==> config.mk <==
export PLATFORM = sky130hd
export DESIGN_NAME = bj_game_ctrl
export DESIGN_NICKNAME = d
export VERILOG_FILES = /design/src/rtl/bj_game_ctrl.sv
export SDC_FILE = /design/constraint.sdc
export NUM_CORES = 1
export LEC_CHECK = 0
export CAP_MARGIN = 25
export CORE_ASPECT_RATIO = 1.5
export CORE_MARGIN = 2
export CORE_UTILIZATION = 58
export DETAILED_ROUTE_END_ITERATION = 16
export GPL_TIMING_DRIVEN = 1
export PLACE_DENSITY = 0.84
export SETUP_SLACK_MARGIN = 0.4
export SLEW_MARGIN = 20
export SYNTH_ARGS = -nofsm -noshare
export SYNTH_HDL_FRONTEND = slang
export SYNTH_SLANG_ARGS = --single-unit
==> constraint.sdc <==
create_clock -name clock_i -period 6.4 [get_ports clock_i]
set_clock_uncertainty 0.15 [all_clocks]
set_input_delay 1.92 -clock clock_i [delete_from_list [all_inputs] [get_ports clock_i]]
set_output_delay 1.92 -clock clock_i [all_outputs]
set_load 0.1 [all_outputs]
==> src/rtl/bj_game_ctrl.sv <==
// bj_game_ctrl: round sequencer for the BlackJack board.
//
// Synchronises and edge-detects the deal/hit/stand keys, samples the free-running 1..10
// card counter when a card is drawn, accumulates player and dealer hand sums, runs the
// dealer draw-to-threshold policy and reports the round outcome.
//
// Optional feature macro: BJ_SOFT_ACE_EN. When defined, an ace may count as 11: each hand
// tracks a has-ace flag and the reported sum is hard+10 whenever that does not exceed 21.
//
// Ports:
//   clock_i        system clock
//   reset_ni       asynchronous active-low reset
//   deal_ni        deal key, active low, asynchronous
//   hit_ni         hit key, active low, asynchronous
//   stand_ni       stand key, active low, asynchronous
//   card_i         card counter value, valid range 1..10
//   player_sum_o   player hand value
//   dealer_sum_o   dealer hand value
//   state_out_o    FSM state code (IDLE=0 .. RESULT=8)
//   player_turn_o  high in PLAYER
//   win_o/lose_o/push_o  round outcome, valid only in RESULT
module bj_game_ctrl #(
  parameter int unsigned DEALER_STAND = 17,
  parameter int unsigned DRAW_GAP     = 13
) (
  input  logic       clock_i,
  input  logic       reset_ni,
  input  logic       deal_ni,
  input  logic       hit_ni,
  input  logic       stand_ni,
  input  logic [3:0] card_i,
  output logic [4:0] player_sum_o,
  output logic [4:0] dealer_sum_o,
  output logic [3:0] state_out_o,
  output logic       player_turn_o,
  output logic       win_o,
  output logic       lose_o,
  output logic       push_o
);

  localparam int unsigned GapW    = (DRAW_GAP > 2) ? $clog2(DRAW_GAP) : 1;
  localparam logic [GapW-1:0] GapLoad = GapW'(DRAW_GAP - 1);
  localparam logic [4:0]      StandTh = 5'(DEALER_STAND);

  typedef enum logic [3:0] {
    StIdle   = 4'd0,
    StDealP1 = 4'd1,
    StDealD1 = 4'd2,
    StDealP2 = 4'd3,
    StPlayer = 4'd4,
    StPDraw  = 4'd5,
    StDealer = 4'd6,
    StDDraw  = 4'd7,
    StResult = 4'd8
  } state_e;

  state_e state_q, state_d;

  // Key synchronisers, bit order {stand, hit, deal}; reset to released (1).
  logic [2:0] key_s1_q, key_s2_q, key_prev_q, key_pulse;
  logic       deal_pulse, hit_pulse, stand_pulse;

  logic [GapW-1:0] gap_q, gap_d;
  logic            gap_zero;

  logic [4:0] p_hard_q, d_hard_q;
  logic [4:0] p_new_hard, d_new_hard;
  logic [4:0] p_sum, d_sum, p_new_sum;
  logic       hand_clr, p_load, d_load;
  logic       card_ok;

  logic win_q, win_d, lose_q, lose_d, push_q, push_d;

  always_ff @(posedge clock_i or negedge reset_ni) begin
    if (!reset_ni) begin
      key_s1_q   <= 3'b111;
      key_s2_q   <= 3'b111;
      key_prev_q <= 3'b111;
    end else begin
      key_s1_q   <= {stand_ni, hit_ni, deal_ni};
      key_s2_q   <= key_s1_q;
      key_prev_q <= key_s2_q;
    end
  end

  // Falling edge of the synchronised level: one pulse per press, none while held.
  assign key_pulse   = key_prev_q & ~key_s2_q;
  assign deal_pulse  = key_pulse[0];
  assign hit_pulse   = key_pulse[1];
  assign stand_pulse = key_pulse[2];

  assign card_ok    = (card_i != 4'd0) && (card_i <= 4'd10);
  assign gap_zero   = (gap_q == '0);
  assign p_new_hard = p_hard_q + {1'b0, card_i};
  assign d_new_hard = d_hard_q + {1'b0, card_i};

`ifdef BJ_SOFT_ACE_EN
  logic p_ace_q, d_ace_q;
  logic card_is_ace;

  assign card_is_ace = (card_i == 4'd1);

  function automatic logic [4:0] soft_sum(input logic [4:0] hard, input logic ace);
    return (ace && (hard <= 5'd11)) ? hard + 5'd10 : hard;
  endfunction

  always_ff @(posedge clock_i or negedge reset_ni) begin
    if (!reset_ni) begin
      p_ace_q <= 1'b0;
      d_ace_q <= 1'b0;
    end else if (hand_clr) begin
      p_ace_q <= 1'b0;
      d_ace_q <= 1'b0;
    end else begin
      if (p_load && card_is_ace) p_ace_q <= 1'b1;
      if (d_load && card_is_ace) d_ace_q <= 1'b1;
    end
  end

  assign p_sum     = soft_sum(p_hard_q, p_ace_q);
  assign d_sum     = soft_sum(d_hard_q, d_ace_q);
  assign p_new_sum = soft_sum(p_new_hard, p_ace_q | card_is_ace);
`else
  assign p_sum     = p_hard_q;
  assign d_sum     = d_hard_q;
  assign p_new_sum = p_new_hard;
`endif

  always_comb begin
    state_d  = state_q;
    gap_d    = gap_zero ? gap_q : gap_q - 1'b1;
    hand_clr = 1'b0;
    p_load   = 1'b0;
    d_load   = 1'b0;
    win_d    = win_q;
    lose_d   = lose_q;
    push_d   = push_q;

    unique case (state_q)
      StIdle, StResult: begin
        if (deal_pulse) begin
          hand_clr = 1'b1;
          gap_d    = '0;
          win_d    = 1'b0;
          lose_d   = 1'b0;
          push_d   = 1'b0;
          state_d  = StDealP1;
        end
      end
      StDealP1: begin
        if (gap_zero && card_ok) begin
          p_load  = 1'b1;
          gap_d   = GapLoad;
          state_d = StDealD1;
        end
      end
      StDealD1: begin
        if (gap_zero && card_ok) begin
          d_load  = 1'b1;
          gap_d   = GapLoad;
          state_d = StDealP2;
        end
      end
      StDealP2: begin
        if (gap_zero && card_ok) begin
          p_load  = 1'b1;
          gap_d   = GapLoad;
          state_d = (p_new_sum == 5'd21) ? StDealer : StPlayer;
        end
      end
      StPlayer: begin
        if (stand_pulse)    state_d = StDealer;
        else if (hit_pulse) state_d = StPDraw;
      end
      StPDraw: begin
        // Player draws are key-paced, so the gap counter is neither checked nor reloaded.
        if (card_ok) begin
          p_load = 1'b1;
          if (p_new_sum > 5'd21) begin
            lose_d  = 1'b1;
            state_d = StResult;
          end else if (p_new_sum == 5'd21) begin
            state_d = StDealer;
          end else begin
            state_d = StPlayer;
          end
        end
      end
      StDealer: begin
        if (d_sum >= StandTh) begin
          state_d = StResult;
          if (p_sum > 5'd21)      lose_d = 1'b1;
          else if (d_sum > 5'd21) win_d  = 1'b1;
          else if (p_sum > d_sum) win_d  = 1'b1;
          else if (p_sum < d_sum) lose_d = 1'b1;
          else                    push_d = 1'b1;
        end else begin
          state_d = StDDraw;
        end
      end
      StDDraw: begin
        if (gap_zero && card_ok) begin
          d_load  = 1'b1;
          gap_d   = GapLoad;
          state_d = StDealer;
        end
      end
      default: begin
        state_d = StIdle;
        win_d   = 1'b0;
        lose_d  = 1'b0;
        push_d  = 1'b0;
      end
    endcase
  end

  always_ff @(posedge clock_i or negedge reset_ni) begin
    if (!reset_ni) begin
      state_q  <= StIdle;
      gap_q    <= '0;
      p_hard_q <= '0;
      d_hard_q <= '0;
      win_q    <= 1'b0;
      lose_q   <= 1'b0;
      push_q   <= 1'b0;
    end else begin
      state_q <= state_d;
      gap_q   <= gap_d;
      win_q   <= win_d;
      lose_q  <= lose_d;
      push_q  <= push_d;
      if (hand_clr) begin
        p_hard_q <= '0;
        d_hard_q <= '0;
      end else begin
        if (p_load) p_hard_q <= p_new_hard;
        if (d_load) d_hard_q <= d_new_hard;
      end
    end
  end

  assign player_sum_o  = p_sum;
  assign dealer_sum_o  = d_sum;
  assign state_out_o   = state_q;
  assign player_turn_o = (state_q == StPlayer);
  assign win_o         = win_q;
  assign lose_o        = lose_q;
  assign push_o        = push_q;

endmodule

==> impl_metrics.toml <==
[detailed_routing]
routed_wire_length_mm = 4.24
dr.first_iter.drc_count = 62
first_pass_iters = 4
avgViaCountPerCell = 5.91
drc = 0
antenna_violating_nets_left = 0
routed_wire_length_per_instance_um = 15.9
vias = 1572

[final_layout]
post-route-util_pct = 72.1
layout.cell_area.non_filler_um2 = 2280
insertedDiodeCount = 0
synthToLayoutAreaGrowth_pct = 19.1
layout.filler_cells = 237
share_of_post_route_cells_with_drive_strength_above_1_pct = 11.1
nets = 250

[synthesis]
synth_seq_area_share_pct = 39.9
synthesis.area_per_instance_um2 = 9.70
ys_async_sr_fraction_pct = 100
synth_enable_flop_cells = 0
total_standard_cell_area_after_synthesis_um2 = 1910
synth_top_cell_area_share_pct = 27.5
postSynthCellCount = 197
number_of_warning_messages_in_the_yosys_log = 0
yosysTopAreaCell = "dfrtp_1"
synth_area_leaders = "dfrtp_1 27%, dfstp_2 12%, ha_1 9.2%"
post-synth-top-count-cell = "dfrtp_1"
cell_types_with_the_highest_counts_after_synthesis = "21 x dfrtp_1, 18 x a21oi_1, 17 x nor2_1, 16 x inv_1"
synth.ff_latch_count = 30
cell_variety_after_synth = 46
synthesis.nets = 222
synth_top_flop_cell = "dfrtp_1"

[worst_setup_path]
critical_path.reg2reg.endpoint = "state_out_o[1]"
crit_family = "buffers and inverters"
cp_max_fo = 13
worst_r2r_startpoint = "player_sum_o[0]"
timing.critical_path.to_type = "primary output"
r2r.worst_path.cells = 9
classification_of_the_worst_setup_path = "flop to primary output"
timing.critical_path.arrival_ns = 2.38
worst_path_largest_cell_delay_ns = 1.16
critPathSlowestCell = "clkdlybuf4s50_1"
crit_buf_inv = 1
startpoint_type = "flop"
timing.critical_path.required_ns = 4.33
crit_path_cell_trace = "nand2b_1, nor3_1, clkdlybuf4s50_1"
rrSetupSlack_ns = 3.82

[min_path]
hold_end = "key_s2_q[1]"
min_delay_path_depth = 0
worst_hold_path_type = "flop to flop"
min-delay-start = "key_s1_q[1]"

[clocking]
postCtsResizedCells = 0
h_tree_level_count = 2
root_buffer = "clkbuf_8"
cts_tree = "built"
cts_sinks = 30
tritoncts.num_buffers = 5
cts.clk_slew.worst_paths_ns = 0.07
clk_path_buf_depth = 2
holdBufCountCts = 0
worst_skew_pair.late_latency_ns = 0.28
cts_setup_buffers = 0

[global_routing]
grt_use_total_pct = 24.6
globalRoute.totalOverflow = 0
grt_first_pass_wirelength_mm = 6.88
via_count_of_the_first_global_routing_pass = 1538
grt_start_max_net_pins = 31
antenna_found_initial = 0

[floorplanning]
floorplan_die_width_um = 50.9
chip_height_um = 74.3
core-area_um2 = 3160
starting_density_pct = 60.5
design.die.area_um2 = 3780
floorplan.rows = 25
num_io_pins = 27

[timing]
period_minus_slack_ns = 4.45
hold_viol = 0
report.final.setup_viol = 0
setup_ws_ns = 1.95
fmax_mhz = 225
slew-limit-headroom_pct = 33.2
grt_setup_unrepaired = "false"
layout_worst_path_cycle_share_pct = 69.5
setup_tns_ns = 0
number_of_max_slew_violations_in_the_final_report = 0
tightest_slew_ns = 1.00

[placement]
place_worst_setup_slack_ns = 1.80
dp_hpwl_mm = 3.18
port_buffers = 26
detailed_place.area_um2 = 2200
gpl_congestion = 0.857

[run]
max_cap_violations = 0

[run_status]
status = "complete, no violations"
cell type report:
cell class	count	area [um^2]	area share, %
Multi-Input combinational cell	145	1060	46.4
Inverter	16	60.1	2.64
Tap cell	40	50.0	2.20
Timing Repair Buffer	27	268	11.8
Sequential cell	30	762	33.5
Clock buffer	8	80.1	3.52
cell families (layout without fill, tap and decap cells):
kind of cell | count (synthesis) | in the layout | share of synthesized area (%)
multiplexers | 5 | 5 | 2.75
flip-flops | 30 | 30 | 39.9
XOR/XNOR | 8 | 8 | 3.67
AND/OR/NAND/NOR | 64 | 64 | 18.7
adder cells (fa/ha/maj) | 16 | 16 | 11.3
buffers and inverters | 22 | 51 | 4.84
AO/OA/AOI/OAI | 52 | 52 | 19.0
cell usage in the layout (no fill, tap or decap), types with 2 or more instances in the layout:
master	count
a211oi_2	2
a21o_1	5
a21oi_1	18
clkbuf_1	3
clkbuf_8	5
clkdlybuf4s50_1	26
dfrtp_1	21
dfstp_2	9
fa_1	2
ha_1	14
inv_1	16
mux2i_1	3
nand2_1	11
nand2b_1	8
nand3_1	6
nand4_1	2
nor2_1	17
nor2b_1	4
nor3_1	4
nor4_2	2
o21ai_0	14
or3_1	3
xnor2_1	3
xor2_1	5
flip-flops by register name, summed over array words and instances (netlist names):
signal,count
lose_o,1
player_sum_o,5
dealer_sum_o,5
key_prev_q,3
push_o,1
key_s1_q,3
gap_q,4
win_o,1
state_out_o,4
key_s2_q,3
metrics by stage:
stage	cells	hold slack, ns
CTS	266	0.203
detailed placement	258	0.197
global placement	258	0.198
floorplan	197	0.195
finish	266	0.192
global route	266	0.197
worst max path at each step:
stage,startpoint,to,slack (ns),cells past startpoint
finish,state_out_o[3],player_turn_o,1.95,3
global route,state_out_o[2],player_turn_o,1.87,3
CTS,state_out_o[3],player_turn_o,1.93,3
detailed placement,card_i[0],state_out_o[1],1.80,10
global placement,card_i[0],state_out_o[1],1.88,10
floorplan,state_out_o[2],player_turn_o,0.93,3
routing by layer:
metal	global-route usage (%)	vias up	wire (um)
met5	0	-	0
met4	13.2	0	136
met2	44.0	51	2200
met1	27.3	754	1720
li1	-	752	-
met3	5.02	15	188
Power is left out: the tool's default activity adds up to more than one toggle a clock period on the data nets, which glitch-free logic cannot reach.
